## src/rtl/pc_seq_pkg.sv

```systemverilog
// ----------------------------------------------------------------------------
// pc_seq_pkg
//
// Shared definitions for the PC fetch sequencer:
//   - PC_W / CNT_W : width of the program counter and the retired count
//   - PC_INC       : byte stride of one sequential instruction
//   - seq_state_e  : sequencer state encoding (IDLE, FETCH, ISSUE, HALTED)
//   - isMisaligned : helper used by the optional alignment check
// ----------------------------------------------------------------------------
package pc_seq_pkg;

    localparam int PC_W   = 64;
    localparam int CNT_W  = 32;
    localparam int PC_INC = 4;

    typedef enum logic [1:0] {
        IDLE   = 2'd0,
        FETCH  = 2'd1,
        ISSUE  = 2'd2,
        HALTED = 2'd3
    } seq_state_e;

    // Instructions are word sized, so any address with low bits set cannot
    // be the start of an instruction.
    function automatic logic isMisaligned(input logic [PC_W-1:0] addr);
        return (addr[1:0] != 2'b00);
    endfunction

endpackage

```

## src/rtl/next_pc_calc.sv

```systemverilog
// ----------------------------------------------------------------------------
// next_pc_calc
//
// Purely combinational next-PC selection for the fetch sequencer.
//
// Ports:
//   pc_i      in  PC_W  current architectural PC
//   imm_i     in  PC_W  sign-extended word offset (two's complement)
//   branch_i  in  1     conditional branch
//   uncond_i  in  1     unconditional branch (wins over branch_i)
//   zero_i    in  1     ALU zero flag qualifying a conditional branch
//   next_pc_o out PC_W  selected next PC, modulo 2^PC_W
// ----------------------------------------------------------------------------
module next_pc_calc
    import pc_seq_pkg::*;
(
    input  logic [PC_W-1:0] pc_i,
    input  logic [PC_W-1:0] imm_i,
    input  logic            branch_i,
    input  logic            uncond_i,
    input  logic            zero_i,
    output logic [PC_W-1:0] next_pc_o
);

    logic [PC_W-1:0] byteOffset;
    logic [PC_W-1:0] targetPc;
    logic [PC_W-1:0] seqPc;
    logic            takeBranch;

    // The offset counts words; shifting left by two turns it into bytes.
    // Negative offsets stay correct because the two's-complement add wraps
    // at PC_W bits exactly like the PC itself.
    always_comb begin
        byteOffset = imm_i << 2;
        targetPc   = pc_i + byteOffset;
        seqPc      = pc_i + PC_W'(PC_INC);
        takeBranch = uncond_i | (branch_i & zero_i);
        next_pc_o  = takeBranch ? targetPc : seqPc;
    end

endmodule

```

## src/rtl/pc_fetch_sequencer.sv

```systemverilog
// ----------------------------------------------------------------------------
// pc_fetch_sequencer
//
// Instruction fetch/issue sequencer: owns the architectural PC, requests each
// instruction from instruction memory, presents it to execute, then resolves
// the next PC from the datapath's branch/halt inputs.
//
// Ports:
//   CLK           in   1   clock, rising edge
//   resetl        in   1   asynchronous active-low reset
//   StartPC       in   64  boot/restart address
//   Go            in   1   start/restart pulse (honoured in IDLE/HALTED only)
//   IMemReq       out  1   fetch request (high throughout FETCH)
//   IMemAddr      out  64  fetch address
//   IMemAck       in   1   fetch complete (honoured in FETCH only)
//   InstrValid    out  1   fetched instruction sits in execute this cycle
//   Stall         in   1   datapath hold while in ISSUE
//   Branch        in   1   conditional branch
//   Uncondbranch  in   1   unconditional branch
//   ALUZero       in   1   branch condition
//   Halt          in   1   halt instruction
//   SignExtImm64  in   64  branch word offset
//   AlignFault    out  1   misaligned PC detected (PC_ALIGN_CHECK_EN only)
//   CurrentPC     out  64  architectural PC
//   Halted        out  1   halt status
//   InstrCount    out  32  retired-instruction count (wraps)
//
// Build option:
//   PC_ALIGN_CHECK_EN  adds AlignFault and refuses to load a misaligned
//                      StartPC or NextPC, halting instead.
// ----------------------------------------------------------------------------
module pc_fetch_sequencer
    import pc_seq_pkg::*;
(
    input  logic              CLK,
    input  logic              resetl,
    input  logic [PC_W-1:0]   StartPC,
    input  logic              Go,
    output logic              IMemReq,
    output logic [PC_W-1:0]   IMemAddr,
    input  logic              IMemAck,
    output logic              InstrValid,
    input  logic              Stall,
    input  logic              Branch,
    input  logic              Uncondbranch,
    input  logic              ALUZero,
    input  logic              Halt,
    input  logic [PC_W-1:0]   SignExtImm64,
`ifdef PC_ALIGN_CHECK_EN
    output logic              AlignFault,
`endif
    output logic [PC_W-1:0]   CurrentPC,
    output logic              Halted,
    output logic [CNT_W-1:0]  InstrCount
);

    seq_state_e       state_q,  state_d;
    logic [PC_W-1:0]  pc_q,     pc_d;
    logic             halted_q, halted_d;
    logic [CNT_W-1:0] cnt_q,    cnt_d;
    logic [PC_W-1:0]  nextPc;

`ifdef PC_ALIGN_CHECK_EN
    logic             fault_q,  fault_d;
`endif

    next_pc_calc u_next_pc_calc (
        .pc_i      (pc_q),
        .imm_i     (SignExtImm64),
        .branch_i  (Branch),
        .uncond_i  (Uncondbranch),
        .zero_i    (ALUZero),
        .next_pc_o (nextPc)
    );

    // State and architectural registers. Reset is asynchronous so that the
    // memory request drops immediately, even in the middle of a fetch.
    always_ff @(posedge CLK or negedge resetl) begin
        if (!resetl) begin
            state_q  <= IDLE;
            pc_q     <= '0;
            halted_q <= 1'b0;
            cnt_q    <= '0;
        end else begin
            state_q  <= state_d;
            pc_q     <= pc_d;
            halted_q <= halted_d;
            cnt_q    <= cnt_d;
        end
    end

`ifdef PC_ALIGN_CHECK_EN
    always_ff @(posedge CLK or negedge resetl) begin
        if (!resetl) begin
            fault_q <= 1'b0;
        end else begin
            fault_q <= fault_d;
        end
    end
`endif

    // Next-state logic. The PC only moves on a Go from IDLE/HALTED or on an
    // unstalled ISSUE, so IMemAddr (driven straight from the PC) is
    // automatically stable for the whole of FETCH.
    always_comb begin
        state_d  = state_q;
        pc_d     = pc_q;
        halted_d = halted_q;
        cnt_d    = cnt_q;
`ifdef PC_ALIGN_CHECK_EN
        fault_d  = fault_q;
`endif

        case (state_q)
            IDLE, HALTED: begin
                if (Go) begin
`ifdef PC_ALIGN_CHECK_EN
                    if (isMisaligned(StartPC)) begin
                        fault_d  = 1'b1;
                        halted_d = 1'b1;
                        state_d  = HALTED;
                    end else begin
                        pc_d     = StartPC;
                        halted_d = 1'b0;
                        fault_d  = 1'b0;
                        state_d  = FETCH;
                    end
`else
                    pc_d     = StartPC;
                    halted_d = 1'b0;
                    state_d  = FETCH;
`endif
                end
            end

            FETCH: begin
                if (IMemAck) begin
                    state_d = ISSUE;
                end
            end

            ISSUE: begin
                // A stalled issue keeps the instruction in execute; the
                // resolve inputs are only meaningful once the stall lifts.
                if (!Stall) begin
                    cnt_d = cnt_q + CNT_W'(1);
                    if (Halt) begin
                        halted_d = 1'b1;
                        state_d  = HALTED;
                    end
`ifdef PC_ALIGN_CHECK_EN
                    else if (isMisaligned(nextPc)) begin
                        fault_d  = 1'b1;
                        halted_d = 1'b1;
                        state_d  = HALTED;
                    end
`endif
                    else begin
                        pc_d    = nextPc;
                        state_d = FETCH;
                    end
                end
            end

            default: begin
                state_d = IDLE;
            end
        endcase
    end

    // Outputs are decoded from registered state only.
    always_comb begin
        IMemReq    = (state_q == FETCH);
        InstrValid = (state_q == ISSUE);
        IMemAddr   = pc_q;
        CurrentPC  = pc_q;
        Halted     = halted_q;
        InstrCount = cnt_q;
`ifdef PC_ALIGN_CHECK_EN
        AlignFault = fault_q;
`endif
    end

endmodule

```

## config.mk

```make
export PLATFORM = sky130hd
export DESIGN_NAME = pc_fetch_sequencer
export DESIGN_NICKNAME = d
export VERILOG_FILES = /design/src/rtl/pc_seq_pkg.sv /design/src/rtl/next_pc_calc.sv /design/src/rtl/pc_fetch_sequencer.sv
export SDC_FILE = /design/constraint.sdc
export NUM_CORES = 1
export LEC_CHECK = 0
export ABC_CLOCK_PERIOD_IN_PS = 5700
export BUFFER_PORTS_ARGS = -buffer_cell sky130_fd_sc_hd__buf_2
export CAP_MARGIN = 20
export CORE_MARGIN = 2
export CORE_UTILIZATION = 40
export DETAILED_ROUTE_END_ITERATION = 10
export GPL_TIMING_DRIVEN = 0
export MAX_ROUTING_LAYER = met4
export PLACE_DENSITY = 0.64
export SLEW_MARGIN = 10
export SYNTH_ARGS = -nofsm -noshare
export SYNTH_HDL_FRONTEND = slang
export SYNTH_HIERARCHICAL = 1
export SYNTH_SLANG_ARGS = --single-unit
```

## constraint.sdc

```tcl
create_clock -name CLK -period 5.7 [get_ports CLK]
set_input_delay 0.57 -clock CLK [delete_from_list [all_inputs] [get_ports CLK]]
set_output_delay 0.57 -clock CLK [all_outputs]
set_load 0.02 [all_outputs]
```

==> impl_metrics.csv <==
group,metric,value,unit
synthesis,postSynthRegisterBits,99,
grt,grt_antenna_before_repair,3,
synthesis,ys_seq_area_share,26.83,%
clock_network,cts.path.max_buffers,2,
setup_path,critical_path_class,"primary input to flop",
clock_network,cts.clk_slew.worst_paths,0.09,ns
timing,finalClockSkew,0.01214,ns
timing,final-hold-violation-count,0,
setup_path,worst_setup_path_end_kind,"flop",
setup_path,cp_data_required_time,5.99,ns
routing,routed_via_density,5.314,
synthesis,most_instantiated_cells_after_synthesis,"sky130_fd_sc_hd__nand2_1, sky130_fd_sc_hd__dfrtp_1, sky130_fd_sc_hd__a21oi_1, sky130_fd_sc_hd__nor2b_1, sky130_fd_sc_hd__buf_4",
timing,setup_violations,0,
timing,timing.setup.tns,0,ns
timing,period_minus_slack,4.539,ns
status,run_status,"finished clean",
timing,timing_worst_slew_pin_value,0.7973,ns
clock_network,post_cts_resized,0,
synthesis,yosysMostFrequentCell,"sky130_fd_sc_hd__nand2_1",
setup_path,startpoint_type_of_the_worst_setup_path,"primary input",
placement,detailed_placement_wirelength_estimate,23200,um
synthesis,postSynthCellCount,1118,
routing,drtPass1Iterations,5,
setup_path,timing.critical_path.arrival,4.83,ns
synthesis,synth.yosys.warnings,6,
placement,placement.io_buffers,297,
clock_network,postCtsSetupBuffers,0,
setup_path,critical_path_peak_fanout,10,
grt,track_usage,23.69,%
grt,grt_overflow_total,0,
clock_network,worst_skew_late_latency,0.36,ns
power,fin_total_pwr,0.006198,W
clock_network,cts_hold_buffers,0,
synthesis,yosys.area.top_type,"sky130_fd_sc_hd__dfrtp_1",
timing,max_clock_freq,220.3,MHz
layout,post_route_cells_drive_above_1_share,30.77,%
synthesis,synth_top_area_share,26.83,%
layout,design.final.nets,1630,
floorplanning,height_of_the_die,155.9,um
routing,drc,0,
timing,max_slew_margin,46.85,%
timing,timing_max_transition_violations_final,0,
setup_path,worst_setup_path_startpoint,"ALUZero",
synthesis,synth.top_cells.by_area,"sky130_fd_sc_hd__dfrtp_1, sky130_fd_sc_hd__ha_1, sky130_fd_sc_hd__mux2i_1",
power,peakVddDrop,0.2921,mV
clock_network,numCtsBuffers,9,
layout,syn2layout_area_growth,23.88,%
job,cap_viol_max_count,0,
floorplanning,floorplan.rows,55,
routing,initialDrtViolationCount,468,
timing,setup_slack_after_layout,1.161,ns
power,cellPowerDensity,541.9,mW/mm2
timing,final_critical_path_share_of_the_clock_period,79.63,%
grt,first_global_vias,8798,
floorplanning,core,0.02264,mm2
placement,dpl_worst_slack,0.8871,ns
synthesis,synth.net_count,1320,
clock_network,clock-sinks,99,
synthesis,post_synth.cell_area_avg,8.258,um2
synthesis,netlist_area,0.009233,mm2
grt,grt_max_degree,66,
routing,totalWireLength,28650,um
floorplanning,die_w,155.9,um
floorplanning,die_area,0.02431,mm2
grt,first_pass_grt_wire_length,44670,um
timing,rsz0062_at_grt,"false",
synthesis,async_reset_ff_share,100.0,%
power,leakage,5.702,nW
clock_network,root_buffer,"sky130_fd_sc_hd__clkbuf_16",
synthesis,synth-main-ff-cell,"sky130_fd_sc_hd__dfrtp_1",
synthesis,synth-edff-count,0,
hold_path,worstHoldPathType,"primary input to asynchronous set/reset pin",
placement,routabilityCongestion,0.8789,
routing,antenna_violating_nets_post_route,0,
routing,dr_total_vias,9146,
setup_path,reg2reg_from,"CurrentPC[2]",
clock_network,cts_htree_levels,3,
synthesis,synthDistinctLibCells,70,
timing,worst_hold_margin,0.08562,ns
routing,post_drt_wl_per_cell,16.65,um
floorplanning,starting_density_of_the_core,40.78,%
clock_network,cts_tree,"yes",
floorplanning,num_io_pins,300,
[power by group]
part           leakage, nW  switching [W]  internal (W)
clock network        0.146       0.000342      0.000314
registers             1.26       0.000284      0.000960
logic                 4.29        0.00260       0.00169
total                 5.70        0.00323       0.00297
[stage by stage]
step / cells / util (%) / instance area (um2)
2_1_floorplan: 1118 / - / 9233
4_1_cts: 1718 / 50.48 / 11430
5_1_grt: 1721 / 50.52 / 11440
3_3_place_gp: 1700 / 48.92 / 11080
3_5_place_dp: 1702 / 49.14 / 11120
6_report: 1721 / 50.52 / 11440
[area by class of cell]
| type | count | area (um2) |
|---|---|---|
| plain buffers | 119 | 735.7 |
| well taps | 285 | 356.6 |
| multi-input cells | 880 | 5948 |
| inverters | 20 | 75.07 |
| clock buffers | 9 | 225.2 |
| repair buffers | 299 | 1531 |
| clock inverters | 7 | 80.08 |
| flip-flops and latches | 99 | 2477 |
| diodes | 3 | 7.507 |
| fillers | 2279 | 11200 |
[critical path: stages]
cell and delay (ns):
sky130_fd_sc_hd__buf_2 0.11, sky130_fd_sc_hd__a21oi_2 0.36, sky130_fd_sc_hd__buf_6 0.22, sky130_fd_sc_hd__clkbuf_1 0.41
sky130_fd_sc_hd__nor2b_1 0.12, sky130_fd_sc_hd__ha_1 0.29, sky130_fd_sc_hd__clkbuf_1 0.29, sky130_fd_sc_hd__nand4_1 0.22
sky130_fd_sc_hd__nor4_2 0.45, sky130_fd_sc_hd__and3_1 0.27, sky130_fd_sc_hd__o311ai_1 0.14, sky130_fd_sc_hd__o211ai_1 0.28
sky130_fd_sc_hd__nor3b_4 0.14, sky130_fd_sc_hd__o31ai_4 0.30, sky130_fd_sc_hd__nor4b_1 0.09, sky130_fd_sc_hd__a311oi_1 0.30
sky130_fd_sc_hd__mux2i_1 0.12, sky130_fd_sc_hd__o21ai_1 0.12
[cell usage in the layout, fill, tap and decap left out, types with 5 or more instances in the layout]
cell / Yosys / final
sky130_fd_sc_hd__a21o_1: 34 / 34
sky130_fd_sc_hd__a21oi_1: 91 / 90
sky130_fd_sc_hd__a21oi_2: 4 / 5
sky130_fd_sc_hd__a31oi_1: 6 / 6
sky130_fd_sc_hd__and3_1: 10 / 10
sky130_fd_sc_hd__buf_2: 26 / 322
sky130_fd_sc_hd__buf_4: 68 / 68
sky130_fd_sc_hd__clkbuf_1: 24 / 24
sky130_fd_sc_hd__clkbuf_16: 0 / 9
sky130_fd_sc_hd__dfrtp_1: 99 / 99
sky130_fd_sc_hd__ha_1: 64 / 64
sky130_fd_sc_hd__inv_1: 20 / 20
sky130_fd_sc_hd__mux2i_1: 65 / 65
sky130_fd_sc_hd__nand2_1: 126 / 126
sky130_fd_sc_hd__nand2b_1: 10 / 10
sky130_fd_sc_hd__nand3_1: 20 / 20
sky130_fd_sc_hd__nand4_1: 30 / 30
sky130_fd_sc_hd__nor2_1: 50 / 50
sky130_fd_sc_hd__nor2b_1: 69 / 69
sky130_fd_sc_hd__nor3_1: 11 / 11
sky130_fd_sc_hd__nor4_1: 5 / 5
sky130_fd_sc_hd__o211ai_1: 8 / 8
sky130_fd_sc_hd__o21a_1: 6 / 6
sky130_fd_sc_hd__o21ai_0: 59 / 59
sky130_fd_sc_hd__o21ai_1: 48 / 48
sky130_fd_sc_hd__o21bai_1: 12 / 12
sky130_fd_sc_hd__xnor2_1: 61 / 61
sky130_fd_sc_hd__xor2_1: 28 / 28
[cells by family after synthesis]
logic type      synth area share [%]
flops                          26.83
compound gates                 19.46
buf+inv                        8.782
fa+ha+maj                      8.890
simple gates                   20.42
mux                            7.169
xor+xnor                       8.443
[layer usage]
layer	track usage (%)	up-vias	part of all wire (%)
met2	39.49	264	48
li1	-	4509	-
met4	6.990	0	2.1
met3	3.750	41	5.2
met1	29.76	4332	45
met5	-	-	0
[registers in the layout (all words and copies together), names as in the netlist]
signal	flops
CurrentPC	64
InstrCount	32
state_q	2
Halted	1
[final timing paths]
path	endpoint	slack (ns)	cells after the start
worst max-delay path	CurrentPC[62]	1.16	18
worst min-delay path	InstrCount[21]	0.09	1
worst max register to register	CurrentPC[42]	2.17	14
worst min register to register	InstrCount[20]	0.50	1
max in group asynchronous	CurrentPC[29]	4.94	2
min in group CLK	CurrentPC[21]	0.48	3
(Power assumes the default switching activity.)
